`config.mk`:
```
export PLATFORM = sky130hd
export DESIGN_NAME = burst_reorder_buffer
export DESIGN_NICKNAME = d
export VERILOG_FILES = /design/src/rtl/burst_reorder_buffer_pkg.sv /design/src/rtl/burst_reorder_buffer_mem.sv /design/src/rtl/burst_reorder_buffer.sv
export SDC_FILE = /design/constraint.sdc
export NUM_CORES = 1
export LEC_CHECK = 0
export ABC_AREA = 0
export BUFFER_PORTS_ARGS = -buffer_cell sky130_fd_sc_hd__buf_2
export CAP_MARGIN = 10
export CORE_ASPECT_RATIO = 1.5
export CORE_UTILIZATION = 60
export DETAILED_ROUTE_END_ITERATION = 7
export PLACE_DENSITY = 0.86
export SLEW_MARGIN = 20
export SYNTH_ARGS = -nofsm -noshare
export SYNTH_HDL_FRONTEND = slang
export SYNTH_SLANG_ARGS = --single-unit
```
`constraint.sdc`:
```
create_clock -name clk -period 2.45 [get_ports clk]
set_clock_uncertainty 0.2 [all_clocks]
set_input_delay 0.49 -clock clk [delete_from_list [all_inputs] [get_ports clk]]
set_output_delay 0.49 -clock clk [all_outputs]
set_load 0.05 [all_outputs]
```
`src/rtl/burst_reorder_buffer_pkg.sv`:
```
// Shared encodings for the burst reorder buffer: replay modes, FSM states and
// the read-pointer seed used when a burst starts draining.
package burst_pkg;
   localparam logic MODE_LIFO = 1'b0;
   localparam logic MODE_FIFO = 1'b1;

   typedef enum logic {
      ST_LOAD  = 1'b0,
      ST_DRAIN = 1'b1
   } state_t;

   // FIFO replays from the oldest slot, LIFO from the newest one.
   function automatic logic [31:0] init_rd_ptr(input logic mode, input logic [31:0] cnt);
      return (mode == MODE_FIFO) ? 32'd0 : cnt - 32'd1;
   endfunction
endpackage

```
`src/rtl/burst_reorder_buffer_mem.sv`:
```
// Register file for one burst: one synchronous write port and one registered
// read port. Contents are deliberately left unreset.
module reorder_mem #(
   parameter int DATA_W = 8,
   parameter int DEPTH  = 16,
   parameter int ADDR_W = $clog2(DEPTH)
) (
   input  logic              clk,
   input  logic              wr_en,
   input  logic [ADDR_W-1:0] wr_addr,
   input  logic [DATA_W-1:0] wr_data,
   input  logic              rd_en,
   input  logic [ADDR_W-1:0] rd_addr,
   output logic [DATA_W-1:0] rd_data
);
   logic [DATA_W-1:0] mem [DEPTH];
   logic [DATA_W-1:0] rd_data_reg;

   always_ff @(posedge clk) begin
      if (wr_en)
         mem[wr_addr] <= wr_data;
      if (rd_en)
         rd_data_reg <= mem[rd_addr];
   end

   assign rd_data = rd_data_reg;
endmodule

```
`src/rtl/burst_reorder_buffer.sv`:
```
// Captures a burst of words, then replays it reversed (LIFO) or in arrival
// order (FIFO), pausing replay while the downstream consumer is busy.
module burst_reorder_buffer
   import burst_pkg::*;
#(
   parameter int DATA_W = 8,
   parameter int DEPTH  = 16,
   localparam int ADDR_W = $clog2(DEPTH),
   localparam int CNT_W  = ADDR_W + 1
) (
   input  logic              clk,
   input  logic              reset,
   input  logic              i_valid,
   input  logic [DATA_W-1:0] din,
   output logic              i_ready,
   input  logic              mode,
   input  logic              busy,
   output logic              o_valid,
   output logic [DATA_W-1:0] dout,
   output logic [CNT_W-1:0]  count,
   output logic              drop
);
   localparam logic [CNT_W-1:0] FULL = CNT_W'(DEPTH);

   state_t            state_reg;
   logic [CNT_W-1:0]  count_reg;
   logic [ADDR_W-1:0] wr_ptr_reg;
   logic [ADDR_W-1:0] rd_ptr_reg;
   logic              mode_q_reg;
   logic              o_valid_reg;
   logic              drop_reg;
   logic              wr_en;
   logic              rd_en;
   logic [DATA_W-1:0] rd_data;

   assign i_ready = (state_reg == ST_LOAD) && (count_reg < FULL);
   assign wr_en   = i_valid && i_ready;
   assign rd_en   = (state_reg == ST_DRAIN) && !busy && (count_reg != '0);

   reorder_mem #(
      .DATA_W (DATA_W),
      .DEPTH  (DEPTH),
      .ADDR_W (ADDR_W)
   ) u_mem (
      .clk     (clk),
      .wr_en   (wr_en),
      .wr_addr (wr_ptr_reg),
      .wr_data (din),
      .rd_en   (rd_en),
      .rd_addr (rd_ptr_reg),
      .rd_data (rd_data)
   );

   always_ff @(posedge clk) begin
      if (reset) begin
         state_reg   <= ST_LOAD;
         count_reg   <= '0;
         wr_ptr_reg  <= '0;
         rd_ptr_reg  <= '0;
         mode_q_reg  <= MODE_LIFO;
         o_valid_reg <= 1'b0;
         drop_reg    <= 1'b0;
      end else begin
         drop_reg <= 1'b0;
         case (state_reg)
            ST_LOAD: begin
               o_valid_reg <= 1'b0;
               if (wr_en) begin
                  wr_ptr_reg <= wr_ptr_reg + ADDR_W'(1);
                  count_reg  <= count_reg + CNT_W'(1);
               end
               if (i_valid && count_reg == FULL)
                  drop_reg <= 1'b1;
               // A burst ends on the first idle input cycle with the consumer free.
               if (count_reg != '0 && !i_valid && !busy) begin
                  state_reg  <= ST_DRAIN;
                  mode_q_reg <= mode;
                  rd_ptr_reg <= ADDR_W'(init_rd_ptr(mode, 32'(count_reg)));
               end
            end
            ST_DRAIN: begin
               drop_reg <= i_valid;
               if (count_reg == '0) begin
                  state_reg   <= ST_LOAD;
                  o_valid_reg <= 1'b0;
                  wr_ptr_reg  <= '0;
               end else if (busy) begin
                  o_valid_reg <= 1'b0;
               end else begin
                  o_valid_reg <= 1'b1;
                  count_reg   <= count_reg - CNT_W'(1);
                  if (mode_q_reg == MODE_FIFO)
                     rd_ptr_reg <= rd_ptr_reg + ADDR_W'(1);
                  else
                     rd_ptr_reg <= rd_ptr_reg - ADDR_W'(1);
               end
            end
            default: state_reg <= ST_LOAD;
         endcase
      end
   end

   // The read register is only meaningful alongside o_valid; mask it otherwise.
   assign dout    = o_valid_reg ? rd_data : '0;
   assign o_valid = o_valid_reg;
   assign count   = count_reg;
   assign drop    = drop_reg;
endmodule

```
==> Word-level counts from Yosys, hierarchy flattened <==
Memory sizes are Yosys's and may differ from the RTL's. A register that Yosys moved wholly into a read port is not among the register bits.
Cells that the tools add are included.
{ "word_totals": {"reg_bits": 17, "mem_bits_rw": 128, "out_inout_bits": 16, "wordCells": 61, "memories": 1} }
{ "op_classes": {"addsub": 6, "n_lt_le_gt_ge": 1, "n_eq_ne": 6, "mux": 24, "n_bitwise": 1, "n_reduce_logical": 15} }
{ "mem_list": {"columns": ["name", "depth", "width", "read_ports", "rd_ports_with_merged_regs", "write_ports", "line", "source"], "rows": [
  ["u_mem.mem", 16, 8, 1, 1, 1, "burst_reorder_buffer_mem.sv:16", "logic [DATA_W-1:0] mem [DEPTH];"]
]} }
{ "op_table": {"columns": ["op", "n"], "rows": [
  ["2-to-1 mux 4 bit", 7],
  ["one-hot mux 4 bit (2 select lines)", 2],
  ["2-to-1 mux 5 bit", 3],
  ["one-hot mux 5 bit (2 select lines)", 1],
  ["adder 4 x 1 -> 4 bit, second input constant", 2],
  ["2-to-1 mux 8 bit", 1],
  ["subtractor 4 x 1 -> 4 bit, second input constant", 2],
  ["logical AND 1 bit", 7],
  ["2-to-1 mux 1 bit", 7],
  ["!= test 2 x 1 -> 1 bit, second input constant", 3],
  ["one-hot mux 1 bit (2 select lines)", 3],
  ["AND reduction 3 bit", 2],
  ["adder 5 x 1 -> 5 bit, second input constant", 1],
  ["equality test 5 bit, second input constant", 1],
  ["logical NOT 5 bit", 1],
  ["less-than comparator 5 bit, second input constant", 1],
  ["nonzero test 5 bit", 1],
  ["subtractor 5 x 1 -> 5 bit, second input constant", 1],
  ["!= test 2 bit, second input constant", 2],
  ["AND reduction 2 bit", 2],
  ["logical NOT 1 bit", 2],
  ["inverter 1 bit", 1]
]} }

==> Logic depth before layout (Yosys ltp) <==
{ "logic_depth": {"word_depth": 5, "mapped_depth": 6, "ltp_nobuf": 6} }

==> Cells and area by module <==
Synthesis repeated with hierarchy kept, for this count alone.
{ "unflattened": {"cells_unflattened": 348, "hier_area_um2": 6307.3} }
{ "by_module_without_submodules": {"columns": ["mod", "n_inst", "cells_per_inst", "area_per_inst_um2"], "rows": [
  ["reorder_mem", 1, 229, 5227.5],
  ["burst_reorder_buffer", 1, 119, 1079.8]
]} }

==> Worst setup path before layout <==
No wires, ideal clock.
{ "synth_path": {"path_kind": "register to register", "start": "reg count_reg[4] (netlist: count[4])", "end": "mem u_mem.mem[1][0], enable pin", "setup_ns": 0.383, "arrival_ns": 2.064, "t_required_ns": 1.867, "path_slack_ns": -0.198, "stages_incl_launch_ff": 5, "n_path_buf": 0, "synth_period_minus_slack_ns": 2.648, "path_cell_list": "dfxtp_1 > inv_1 > ha_1 > nand3_1 > nor3_1"} }
{ "synth_between": {"elab_chain_cells": 5} }
{ "synth_rtl": {"columns": ["item", "line", "source"], "rows": [
  ["start, declared", "burst_reorder_buffer.sv:26", "logic [CNT_W-1:0] count_reg;"],
  ["start signal, assigned", "burst_reorder_buffer.sv:70", "count_reg <= count_reg + CNT_W'(1);"],
  ["start signal, assigned", "burst_reorder_buffer.sv:91", "count_reg <= count_reg - CNT_W'(1);"],
  ["less-than comparator 5 bit", "burst_reorder_buffer.sv:36", "assign i_ready = (state_reg == ST_LOAD) && (count_reg < FULL);"],
  ["logical AND 1 bit", "burst_reorder_buffer.sv:36", null],
  ["named net i_ready", "burst_reorder_buffer.sv:15", "output logic i_ready,"],
  ["logical AND 1 bit", "burst_reorder_buffer.sv:37", "assign wr_en = i_valid && i_ready;"],
  ["2-to-1 mux 1 bit", "burst_reorder_buffer_mem.sv:20", "if (wr_en)"],
  ["2-to-1 mux 1 bit (implied by the code)", "burst_reorder_buffer_mem.sv:21", "mem[wr_addr] <= wr_data;"],
  ["end, declared", "burst_reorder_buffer_mem.sv:16", null]
]} }
The timed path passes the listed nets, and every way through them passes these cells.

==> Worst setup path in the final report <==
{ "layout_path": {"start": "reg state_reg", "end": "out i_ready"} }
{ "layout_between": {"elab_chain_cells": 2} }
{ "layout_rtl": {"columns": ["item", "line", "source"], "rows": [
  ["start, declared", "burst_reorder_buffer.sv:25", "state_t state_reg;"],
  ["start signal, assigned", "burst_reorder_buffer.sv:56", "state_reg <= ST_LOAD;"],
  ["start signal, assigned", "burst_reorder_buffer.sv:76", "state_reg <= ST_DRAIN;"],
  ["start signal, assigned", "burst_reorder_buffer.sv:84", "state_reg <= ST_LOAD;"],
  ["inverter 1 bit (no source line)", null, null],
  ["logical AND 1 bit", "burst_reorder_buffer.sv:36", null],
  ["end, declared", "burst_reorder_buffer.sv:15", null]
]} }
Every way passes these cells.

==> reports/metrics.yaml <==
run_status:
  outcome: "completed"
timing:
  min_period_over_period_pct: 94.22
  rsz0062_at_grt: "no"
  timing.slew.headroom_pct: 49.28
  setup_slack_ns: 0.1415
  tightest_slew_ns: 0.7580
  final.min_clock_period_ns: 2.308
  fmax_mhz: 433.2
  finalHoldViolCount: 0
  setup_violations: 0
  drv_slew: 0
routing:
  vias: 3469
  met1Wirelength_um: 5059
  met3_length_um: 602
  drtIter0Drc: 323
  top_layer_used: "met4"
  vias_per_cell: 6.097
  first_pass_iters: 5
  wl_per_cell_um: 22.60
  drc_errors: 0
  antenna_left: 0
  routed_wl_um: 12860
  route.met2.wl_um: 6767
setup_path:
  required_ns: 1.76
  cp-end-kind: "primary output"
  criticalPathCategory: "flip-flop to primary output"
  crit_path_start_kind: "flip-flop"
  cp.arrival_ns: 1.62
  crit_fanout: 7
placement:
  port_buffers: 28
  hpwl_um: 8255
  gp_congestion: 0.7741
  pre_cts_slack_ns: 0.3465
  place_area_um2: 6749
clocking:
  cts_tree: "built"
  path_clk_slew_ns: 0.06
  clock-sinks: 153
  htree_levels: 4
  post_cts_buffers: 0
  clkLatencyLatePin_ns: 0.42
  cts-hold-fix-buffers: 0
  cts-root-buf: "clkbuf_16"
  cts_buffer_depth: 2
  cts-buffers-inserted: 17
  cts_repair_resize_count: 0
final_layout:
  areaGrowthSynthToFinish_pct: 16.65
  design_area_um2: 7365
  num_antenna_cells: 0
  largest_reg_flops: 128
  final_cell_mix: "edfxtp_1, nor2_1, buf_2, buf_4, mux4_2"
  final_common_cell: "edfxtp_1"
  drive_gt1_share_pct: 24.77
  final_util_pct: 72.27
  nNetsFinal: 441
die:
  rows: 45
  io_pins: 29
  dieArea_um2: 10950
  chipWidth_um: 85.76
  die_h_um: 127.6
  start_util_pct: 61.95
  core_region_area_um2: 10190
power_and_ir_drop:
  clockPowerShare_pct: 40.4
  p_seq_share_pct: 44.9
  ir_drop_mv: 0.7208
  intPower_mw: 5.107
  powerDensity_nw_per_um2: 911.5
  total_leakage_power_nw: 2.533
  switching_share_pct: 23.92
  combPwrFrac_pct: 14.7
  switchingPower_mw: 1.606
synthesis:
  syn_area_um2: 6314
  synth-edff-count: 136
  ys_seq_area_share_pct: 70.08
  ys_seq_elements: 153
  avgSynthCellArea_um2: 17.64
  synth_ff_type: "edfxtp_1"
  synthArstFlopShare_pct: 0
  synth_cells: 358
  synth.distinct_cells: 41
  synth_nets: 384
  ys_warn_count: 0
flow_run:
  maxCapViolations: 0
global_route:
  grt_pass1_vias: 3532
  grt_first_pass_wirelength_um: 20110
  antenna_found_initial: 0
  grt_max_degree: 27
  grt_usage_pct: 26.49
  grt_overflow: 0
hold_path:
  hold_path_class: "input port to flip-flop"
==> per-layer routing <==
layer	vias to the layer above	GRT usage (%)
met4	0	11.76
met2	141	44.28
met3	28	7.752
li1	1540	-
met1	1760	31.99
met5	-	0
==> stage by stage <==
step | hold WS (ns) | TNS (ns) | cells | power, mW
after CTS | 0.1536 | 0 | 569 | 6.747
after detailed placement | 0.3420 | 0 | 537 | 4.045
after floorplan | 0.3044 | -4.527 | 358 | 3.770
final | 0.1672 | 0 | 569 | 6.713
after global routing | 0.1700 | 0 | 569 | 6.947
after global placement | 0.3295 | 0 | 537 | 4.006
==> worst paths after layout <==
kind                           start                         to  slack, ns  cells after the start
max reg2reg     state_reg$_SDFF_PP0_  u_mem.mem[0][6]$_DFFE_PP_       0.29                      5
min                             mode    mode_q_reg$_SDFFE_PP0P_       0.17                      3
min reg2reg  mode_q_reg$_SDFFE_PP0P_    mode_q_reg$_SDFFE_PP0P_       0.35                      2
max             state_reg$_SDFF_PP0_                    i_ready       0.14                      3
==> cell type report <==
class | instances | area (µm²)
inverter | 7 | 26.28
clock buffer | 23 | 467.9
timing repair buffer | 55 | 367.9
fill | 593 | 2826
multi-input combinational | 181 | 1753
sequential | 153 | 4425
tap | 141 | 176.4
clock inverter | 9 | 147.6
==> cell usage after synthesis, types with 3 or more instances <==
master | number | area share (%)
buf_2 | 3 | 0.24
nand2b_1 | 7 | 0.69
mux4_2 | 20 | 7.1
clkbuf_1 | 6 | 0.36
nor3_1 | 9 | 0.71
a211oi_1 | 7 | 0.83
dfxtp_1 | 17 | 5.4
a21oi_1 | 8 | 0.63
mux4_1 | 12 | 5.0
and2_1 | 10 | 0.99
xnor2_1 | 4 | 0.55
nand3_1 | 6 | 0.48
a22oi_1 | 18 | 2.1
o21ai_0 | 3 | 0.24
nand2_1 | 10 | 0.59
ha_1 | 11 | 2.2
edfxtp_1 | 136 | 65
inv_1 | 7 | 0.42
xor2_1 | 4 | 0.55
nor2_1 | 33 | 2.0
==> critical path: stages, from the launching register on <==
cell and delay [ns]:
dfxtp_1 0.36, inv_1 0.19, ha_1 0.34, buf_2 0.32
==> cells by family (layout without fill, tap and decap cells) <==
family / count (synthesis) / in the layout / share of synthesized area, %
flip-flops: 153 / 153 / 70.08
AND/OR/NAND/NOR: 84 / 84 / 6.718
AO/OA/AOI/OAI: 42 / 42 / 4.598
multiplexers: 34 / 34 / 12.45
buffers and inverters: 24 / 94 / 2.239
adder cells (fa/ha/maj): 13 / 13 / 2.814
XOR/XNOR: 8 / 8 / 1.110
==> power by group through the flow <==
stage,registers (mW),logic [mW],clock network (mW)
2_1_floorplan,3.10,0.669,0
3_3_place_gp,3.05,0.952,0
3_5_place_dp,3.06,0.980,0
4_1_cts,3.01,0.993,2.74
5_1_grt,3.02,1.07,2.85
6_report,3.01,0.987,2.71
No activity file was read; power rests on OpenSTA's default activity.
